### src/rtl/serial_subtractor_if.sv
// Start/busy/done bus for the bit-serial subtractor.
// The controller drives start/a/b/bin and the subtractor drives busy/done/diff/bout/state.
// start is sampled only while state is IDLE. Once done is high, diff and bout are valid and stay valid until the next done pulse.
interface serial_subtractor_if #(
  parameter int WIDTH = 8
);
  logic             start;
  logic [WIDTH-1:0] a;
  logic [WIDTH-1:0] b;
  logic             bin;
  logic             busy;
  logic             done;
  logic [WIDTH-1:0] diff;
  logic             bout;
  logic [1:0]       state;

  modport master (output start, a, b, bin,
                  input  busy, done, diff, bout, state);
  modport slave  (input  start, a, b, bin,
                  output busy, done, diff, bout, state);
endinterface

### src/rtl/serial_subtractor.sv
// Bit-serial subtractor: diff = a - b - bin, LSB first, one bit per clock.
// One full-subtractor cell and one borrow flop do all of the arithmetic.
module serial_subtractor #(
  parameter int WIDTH = 8
) (
  input logic                clk,
  input logic                rst,
  serial_subtractor_if.slave bus
);
  localparam int CW = $clog2(WIDTH);

  typedef enum logic [1:0] {IDLE = 2'd0, RUN = 2'd1, DONE = 2'd2} state_t;

  state_t           state;
  logic [WIDTH-1:0] a_sr;
  logic [WIDTH-1:0] b_sr;
  logic [WIDTH-1:0] res;
  logic             br;
  logic [CW-1:0]    count;
  logic             d;
  logic             br_next;

  always_comb begin
    d       = a_sr[0] ^ b_sr[0] ^ br;
    br_next = (~a_sr[0] & b_sr[0]) | (~(a_sr[0] ^ b_sr[0]) & br);
  end

  assign bus.state = state;

  always_ff @(posedge clk or posedge rst) begin
    if (rst) begin
      state    <= IDLE;
      a_sr     <= '0;
      b_sr     <= '0;
      res      <= '0;
      br       <= 1'b0;
      count    <= '0;
      bus.busy <= 1'b0;
      bus.done <= 1'b0;
      bus.diff <= '0;
      bus.bout <= 1'b0;
    end else begin
      case (state)
        IDLE: begin
          if (bus.start) begin
            a_sr     <= bus.a;
            b_sr     <= bus.b;
            br       <= bus.bin;
            count    <= '0;
            bus.busy <= 1'b1;
            state    <= RUN;
          end
        end
        RUN: begin
          a_sr <= a_sr >> 1;
          b_sr <= b_sr >> 1;
          res  <= {d, res[WIDTH-1:1]};
          br   <= br_next;
          // The last bit lands straight in diff, so the result is published on this same edge.
          if (count == CW'(WIDTH - 1)) begin
            bus.diff <= {d, res[WIDTH-1:1]};
            bus.bout <= br_next;
            bus.busy <= 1'b0;
            bus.done <= 1'b1;
            state    <= DONE;
          end else begin
            count <= count + 1'b1;
          end
        end
        DONE: begin
          bus.done <= 1'b0;
          state    <= IDLE;
        end
        default: state <= IDLE;
      endcase
    end
  end
endmodule
### src/flat_wrapper.sv
// flat-port wrapper written by rule: the top's interface ports become plain ports
module serial_subtractor_flat 
#(
  parameter int WIDTH = 8
)
  (clk, rst, bus_start, bus_a, bus_b, bus_bin, bus_busy, bus_done, bus_diff, bus_bout, bus_state);
  serial_subtractor_if #(.WIDTH(WIDTH)) bus_i ();
  input logic clk;
  input logic rst;
  input wire logic [$bits(bus_i.start)-1:0] bus_start;
  input wire logic [$bits(bus_i.a)-1:0] bus_a;
  input wire logic [$bits(bus_i.b)-1:0] bus_b;
  input wire logic [$bits(bus_i.bin)-1:0] bus_bin;
  output wire logic [$bits(bus_i.busy)-1:0] bus_busy;
  output wire logic [$bits(bus_i.done)-1:0] bus_done;
  output wire logic [$bits(bus_i.diff)-1:0] bus_diff;
  output wire logic [$bits(bus_i.bout)-1:0] bus_bout;
  output wire logic [$bits(bus_i.state)-1:0] bus_state;
  assign bus_i.start = bus_start;
  assign bus_i.a = bus_a;
  assign bus_i.b = bus_b;
  assign bus_i.bin = bus_bin;
  assign bus_busy = bus_i.busy;
  assign bus_done = bus_i.done;
  assign bus_diff = bus_i.diff;
  assign bus_bout = bus_i.bout;
  assign bus_state = bus_i.state;
  serial_subtractor #(.WIDTH(WIDTH)) u_core (.clk(clk), .rst(rst), .bus(bus_i));
endmodule
### config.mk
export PLATFORM = sky130hd
export DESIGN_NAME = serial_subtractor_flat
export DESIGN_NICKNAME = d
export VERILOG_FILES = /design/src/rtl/serial_subtractor_if.sv /design/src/rtl/serial_subtractor.sv /design/src/flat_wrapper.sv
export SDC_FILE = /design/constraint.sdc
export NUM_CORES = 1
export LEC_CHECK = 0
export ABC_AREA = 1
export CORE_ASPECT_RATIO = 0.9
export CORE_MARGIN = 1
export CORE_UTILIZATION = 46
export DETAILED_ROUTE_END_ITERATION = 8
export GPL_ROUTABILITY_DRIVEN = 1
export PLACE_DENSITY_LB_ADDON = 0.12
export RECOVER_POWER = 25
export SLEW_MARGIN = 5
export SYNTH_ARGS = -nofsm -noshare
export SYNTH_HDL_FRONTEND = slang
export SYNTH_SLANG_ARGS = --single-unit
### constraint.sdc
create_clock -name clk -period 1.43 [get_ports clk]
set_clock_uncertainty 0.1 [all_clocks]
set_input_delay 0.429 -clock clk [delete_from_list [all_inputs] [get_ports clk]]
set_output_delay 0.429 -clock clk [all_outputs]
set_load 0.01 [all_outputs]
==> run summary, run 1 <==
outcome - completed
CP peak stage delay - 430 ps
register area share after synthesis - 55.2%
GP Congestion - 0.774
Hold Crit Start - u_core.bus.diff[0]$_DFFE_PP0P_
FP Rows - 21
slew margin rel. - 64.2%
Clk Latency, worst-skew pair - 290 ps
crit path capture type - output port
first-pass GRT wire length - 5.95 mm
Synth warnings - 0
placed cell area - 2280 sq um
RSZ-0062 raised after global routing - true
Die Span Y - 61.6 um
hold crit path type - reg -> reg
Max Slew Vio Count - 0
vias in the first global route - 1,277
Critical R2R Capture - u_core.br$_DFFE_PP0P_
Critical Path Fanout Max - 2
initial antenna violation count - 0
post-DR vias/cell - 4.66
Post-Syn Instances - 225
share of cells above drive strength 1 - 19.0%
Register Area - 1000 sq um
Crit path max-delay family - flip-flops
grt ovf - 0
# clock sinks - 40
critical path type - reg -> out
PortBufs - 32
Max Freq - 0.709 GHz
via count - 1,491
xor/xnor cell area share of the yosys netlist - 0%
hold path cells - 2
Worst R2R Setup Slack - 60 ps
Syn Nets - 249
WP data required - 900 ps
complex-gate fraction of the synthesized area - 5.24%
Root Buffer - clkbuf_8
Layout Nets - 297
CP arrival - 880 ps
Synth Area in Simple Gates - 29.9%
Total Power - 0.00516 W
Yosys cell types - 19
Initial Utilization - 48.3%
post-detail-place hpwl - 2.39 mm
Core ar. - 3760 sq um
final hold vios - 0
Tcrit/Tclk final - 98.7%
Slowest-stage cell, CP - dfrtp_1
CTS tree - yes
worst vdd ir - 0.000793 V
Adder-Cell Fraction of Synth Area - 3.17%
area delta synth->final - 32.4%
Synth Area per Inst - 8.06 sq um
Leakage - 1.27 nW
FF-to-FF Start - u_core.bus.state[0]$_DFFE_PP0P_
Post-Syn Area - 1810 sq um
largest family of logic cells by synthesized area - simple AND/OR/NAND/NOR gates
htree depth - 2
fin cells - 320
Pre-Repair DR Iteration Count - 4
clock slew at reported path FFs - 80 ps
post-route ant nets - 0
hold worst-path end - u_core.bus.diff[0]$_DFFE_PP0P_
# IOs - 33
All-Layer GR Usage - 19.9%
Die W - 68.2 um
CP cell instances - buf_2
Iter 0 DRT Violations - 59
DRC violations left - 0
min Tclk post-route - 1410 ps
WL per Instance - 11.2 um
CTS max path bufs - 2
post-route design area - 2400 sq um
Layout fillers - 356
P per Cell Area - 2150 nW/um^2
Synth Register Bits - 40
Max-Cap Viols - 0
antenna cell count - 0
multi-input logic area - 749 sq um
largest net degree at the start of global routing - 41
die area - 4200 sq um
WL final - 3.60 mm
number of CTS-inserted buffers - 5
multiplexer area fraction after synthesis - 0%
Placed Cells - 309
final-report setup violation count - 0
worst hold slack - 375 ps
worst path bufs/invs - 1
startpoint types - flip-flop
FF-to-FF path depth - 6
worst slew pin tran - 536 ps
-- cells in the final DEF (no fill, tap or decap), types with 2 or more instances in the layout --
cell               n
buf_2             13
nand3_1           18
inv_4              2
buf_4             15
nand2_4            2
o21ai_1            9
nand2_2            2
clkdlybuf4s50_1   18
dfrtp_1           40
ha_4               3
a21oi_1            3
o21ai_0            7
nor2_1             3
nand2_1          108
inv_1             14
clkbuf_8           5
clkinvlp_4         2
-- flip-flops by register name (all words and copies together), names as in the netlist, 2 cells and up --
register / cells
u_core.a_sr: 8
u_core.bus.diff: 8
u_core.b_sr: 8
u_core.bus.state: 2
u_core.count: 3
u_core.res: 7
-- what timing repair did --
action	CTS	global route
setup buffers	5	0
endpoints found under the setup margin	23	35
hold buffers	0	0
pin swaps	2	3
resized for setup	56	13
-- power by group --
group	switching [W]	internal (W)
Sequential	0.000281	0.00163
Clock	0.000389	0.000516
Combinational	0.00133	0.00101
-- area by class of cell --
class	count	share of cell area, %
sequential	40	41.7
multi-input combinational	158	31.2
timing repair buffer	50	16.9
inverter	18	3.18
clock buffer	5	2.86
tap	46	2.40
clock inverter	3	1.77
-- stage by stage --
stage | setup WS (ps) | util [%] | setup TNS [ps]
floorplan | 16.0 | - | 0
global placement | -225 | 60.8 | -2770
detailed placement | -256 | 60.8 | -3340
CTS | 2.02 | 63.2 | 0
global route | -9.26 | 63.9 | -13.0
finish | 18.6 | 63.9 | 0
-- how the worst max path moves through the flow --
stage | startpoint | to | slack [ps] | depth (start not counted)
floorplan | u_core.count[0]$_DFFE_PP0P_ | u_core.bus.diff[2]$_DFFE_PP0P_ | 20 | 8
global placement | bus_start | u_core.b_sr[7]$_DFFE_PP0P_ | -230 | 6
detailed placement | bus_start | u_core.b_sr[7]$_DFFE_PP0P_ | -260 | 6
CTS | u_core.count[1]$_DFFE_PP0P_ | u_core.bus.diff[0]$_DFFE_PP0P_ | 2 | 8
global route | u_core.count[1]$_DFFE_PP0P_ | u_core.bus.busy$_DFFE_PP0P_ | -9 | 7
finish | u_core.bus.state[0]$_DFFE_PP0P_ | bus_state[0] | 20 | 1
-- cell usage after synthesis (all sizes together) --
| cell | instances | area (sq um) |
|---|---|---|
| buf | 8 | 45.0 |
| o21ai | 16 | 80.1 |
| nand2 | 112 | 430 |
| inv | 18 | 70.1 |
| clkbuf | 1 | 3.75 |
| nor2 | 5 | 21.3 |
| ha | 3 | 37.5 |
| a21oi | 3 | 15.0 |
| nand3 | 18 | 90.1 |
| dfrtp | 40 | 1000 |
| fa | 1 | 20.0 |
-- per-layer routing --
layer | track usage, % | vias to the layer above | part of all wire (%)
met4 | 8.04 | 0 | 1.7
li1 | - | 787 | -
met5 | 0 | - | 0
met3 | 6.67 | 5 | 4.1
met2 | 28.2 | 26 | 43
met1 | 28.1 | 673 | 51
-- cells by family after synthesis --
family / Yosys count
buf+inv: 27
fa+ha+maj: 4
simple gates: 135
compound gates: 19
flops: 40
Note: power is estimated with default switching activity, not from simulation.
==> run 2, diff against run 1 <==
--- a/config.mk
+++ b/config.mk
@@ -11,6 +11,7 @@
 export CORE_UTILIZATION = 46
 export DETAILED_ROUTE_END_ITERATION = 8
 export GPL_ROUTABILITY_DRIVEN = 1
+export HOLD_SLACK_MARGIN = 0.12
 export PLACE_DENSITY_LB_ADDON = 0.12
 export RECOVER_POWER = 25
 export SLEW_MARGIN = 5
==> constraint.sdc (replaced) <==
create_clock -name clk -period 1.43 [get_ports clk]
set_clock_uncertainty 0.1 [all_clocks]
set_input_delay 0.429 -clock clk [delete_from_list [all_inputs] [get_ports clk]]
set_output_delay 0.429 -clock clk [all_outputs]
set_load 0.1 [all_outputs]
==> run 2 against run 1 <==
  * The run now ends with negative setup slack left
  * Maximum frequency shrank 7.1%
  * Flip-flop and latch count is the same
  * Sequential power grew 7%
  * Final cell count grew 2.5%
  * Register-to-register slack lost 50 ps
  * Hold slack gained 1.9 ps
  * Power grew 41%
  * Clock-buffer cell count grew 1
  * Clock power is essentially flat
  * Critical endpoint is now bus_state[1]
  * Largest cell class unchanged
  * Highest routed layer unchanged
==> run summary, run 2 (synthesized netlist as in run 1, its figures left out) <==
clock slew at reported path FFs - 80 ps (about the same)
Critical Path Fanout Max - 3 (+1)
post-route ant nets - 0 (unchanged)
area delta synth->final - 53.6%
via count - 1,586 (+6.4%)
Total Power - 0.00725 W (+41%)
Slowest-stage cell, CP - dfrtp_4
Die Span Y - 61.6 um (unchanged)
hold path cells - 2 (unchanged)
crit path capture type - output port
CP arrival - 990 ps (+110 ps)
initial antenna violation count - 0 (unchanged)
Pre-Repair DR Iteration Count - 4 (unchanged)
number of CTS-inserted buffers - 5 (unchanged)
worst hold slack - 377 ps (+1.92 ps)
# hold bufs at CTS - 0 (unchanged)
htree depth - 2 (unchanged)
DRC violations left - 0 (unchanged)
slew margin rel. - 63.3% (-0.99 points)
antenna cell count - 0 (unchanged)
min Tclk post-route - 1520 ps (+108 ps)
final hold vios - 0 (unchanged)
Root Buffer - clkbuf_8
# clock sinks - 40 (unchanged)
final-report setup violation count - 4 (+4)
post-DR vias/cell - 4.84 (+3.8%)
FF-to-FF Start - u_core.count[1]$_DFFE_PP0P_
TNS Setup - -166 ps (-166 ps)
FF-to-FF path depth - 8 (+2)
hold worst-path end - u_core.bus.diff[0]$_DFFE_PP0P_
startpoint types - flip-flop
commonest non-fill, non-tap cells in the layout - nand2_1 (96), dfrtp_1 (36), nand3_1 (18), clkdlybuf4s50_1 (18), buf_4 (18)
Core ar. - 3760 sq um (unchanged)
final core occ - 74.2% (+10 points)
vias in the first global route - 1,444 (+13%)
WL final - 4.13 mm (+15%)
CP cell instances - buf_12
commonest non-fill, non-tap cell in the layout - nand2_1
outcome - complete, but fails checks
P per Cell Area - 2600 nW/um^2 (+21%)
Top Registers - u_core.a_sr: 8 flops, u_core.b_sr: 8 flops, u_core.bus.diff: 8 flops
post-detail-place hpwl - 2.49 mm (+4.1%)
FP Rows - 21 (unchanged)
Clk Latency, worst-skew pair - 290 ps (about the same)
Max-Cap Viols - 0 (unchanged)
Die W - 68.2 um (unchanged)
hold crit path type - reg -> reg
Critical R2R Capture - u_core.bus.diff[0]$_DFFE_PP0P_
Leakage - 1.40 nW (+10%)
WP data required - 900 ps (about the same)
Hold Crit Start - u_core.res[1]$_DFFE_PP0N_
PortBufs - 32 (unchanged)
RSZ-0062 raised after global routing - true
Tcrit/Tclk final - 106% (+7.6 points)
Layout Nets - 305 (+2.7%)
critical path type - reg -> out
CTS max path bufs - 2 (unchanged)
worst setup margin - -89.7 ps (-108 ps)
GP Congestion - 0.733 (-5.3%)
CTS tree - yes
first-pass GRT wire length - 6.80 mm (+14%)
Initial Utilization - 48.3% (unchanged)
Layout fillers - 264 (-26%)
Worst R2R Setup Slack - 10 ps (-50 ps)
# IOs - 33 (unchanged)
placed cell area - 2410 sq um (+5.7%)
Max Freq - 0.658 GHz (-7.1%)
largest net degree at the start of global routing - 41 (unchanged)
Max Slew Vio Count - 0 (unchanged)
worst path bufs/invs - 1 (unchanged)
die area - 4200 sq um (unchanged)
worst vdd ir - 0.00107 V (+35%)
WL per Instance - 12.6 um (+12%)
post-route design area - 2790 sq um (+16%)
CP peak stage delay - 520 ps (+90 ps)
Crit path max-delay family - flip-flops
failing checks - negative setup slack
All-Layer GR Usage - 22.6% (+2.7 points)
share of cells above drive strength 1 - 28.0% (+9.0 points)
grt ovf - 0 (unchanged)
worst slew pin tran - 551 ps (+14.8 ps)
Iter 0 DRT Violations - 102 (+73%)
## run 2: tightest hold or removal path, delay by kind of cell, from the launching register on
| kind | cells | cell delay [ps] |
|---|---|---|
| and+or+nand+nor | 2 | 100 |
| DFF | 1 | 350 |
## run 2: per-stage QoR
stage / instances / setup WS [ps]
after floorplan: 225 / -16.7
after detailed placement: 307 / -186
after global routing: 328 / -112
after CTS: 323 / -96.0
final: 328 / -89.7
after global placement: 307 / -152
## run 2: how the worst max path moves through the flow
| stage | from | endpoint | slack [ps] | cells after the start |
|---|---|---|---|---|
| floorplan | u_core.bus.state[1]$_DFFE_PP0P_ | u_core.a_sr[0]$_DFFE_PP0P_ | -20 | 7 |
| global placement | bus_start | u_core.a_sr[4]$_DFFE_PP0P_ | -150 | 6 |
| detailed placement | bus_start | u_core.b_sr[5]$_DFFE_PP0P_ | -190 | 6 |
| CTS | u_core.bus.state[1]$_DFFE_PP0P_ | bus_state[1] | -100 | 1 |
| global route | u_core.bus.state[1]$_DFFE_PP0P_ | bus_state[1] | -110 | 1 |
| finish | u_core.bus.state[1]$_DFFE_PP0P_ | bus_state[1] | -90 | 1 |
## run 2: what timing repair did
item | CTS | global route
gates cloned | 1 | 1
resized for setup | 14 | 29
pin swaps | 4 | 7
buffers inserted | 7 | 4
endpoints found under the setup margin | 16 | 46
## run 2: where the power goes
group | internal, W | total (W) | switching (W) | leakage (nW)
Sequential | 0.00165 | 0.00204 | 0.000397 | 0.499
Clock | 0.000518 | 0.000906 | 0.000389 | 0.0552
Combinational | 0.00172 | 0.00430 | 0.00259 | 0.850
Total | 0.00388 | 0.00725 | 0.00337 | 1.40
## run 2: per-layer routing
layer | global-route usage [%] | vias up | routed length, um
li1 | - | 809 | -
met5 | 0 | - | 0
met3 | 6.48 | 10 | 216
met1 | 32.9 | 714 | 1970
met2 | 32.2 | 53 | 1860
met4 | 7.44 | 0 | 79
## run 2: area by class of cell
type | instances | area, sq um | share of cell area (%)
Timing Repair Buffer | 58 | 691 | 24.8
Tap cell | 46 | 57.6 | 2.07
Multi-Input combinational cell | 158 | 836 | 30.0
Clock inverter | 2 | 35.0 | 1.26
Clock buffer | 6 | 72.6 | 2.60
Inverter | 18 | 83.8 | 3.01
Sequential cell | 40 | 1010 | 36.3
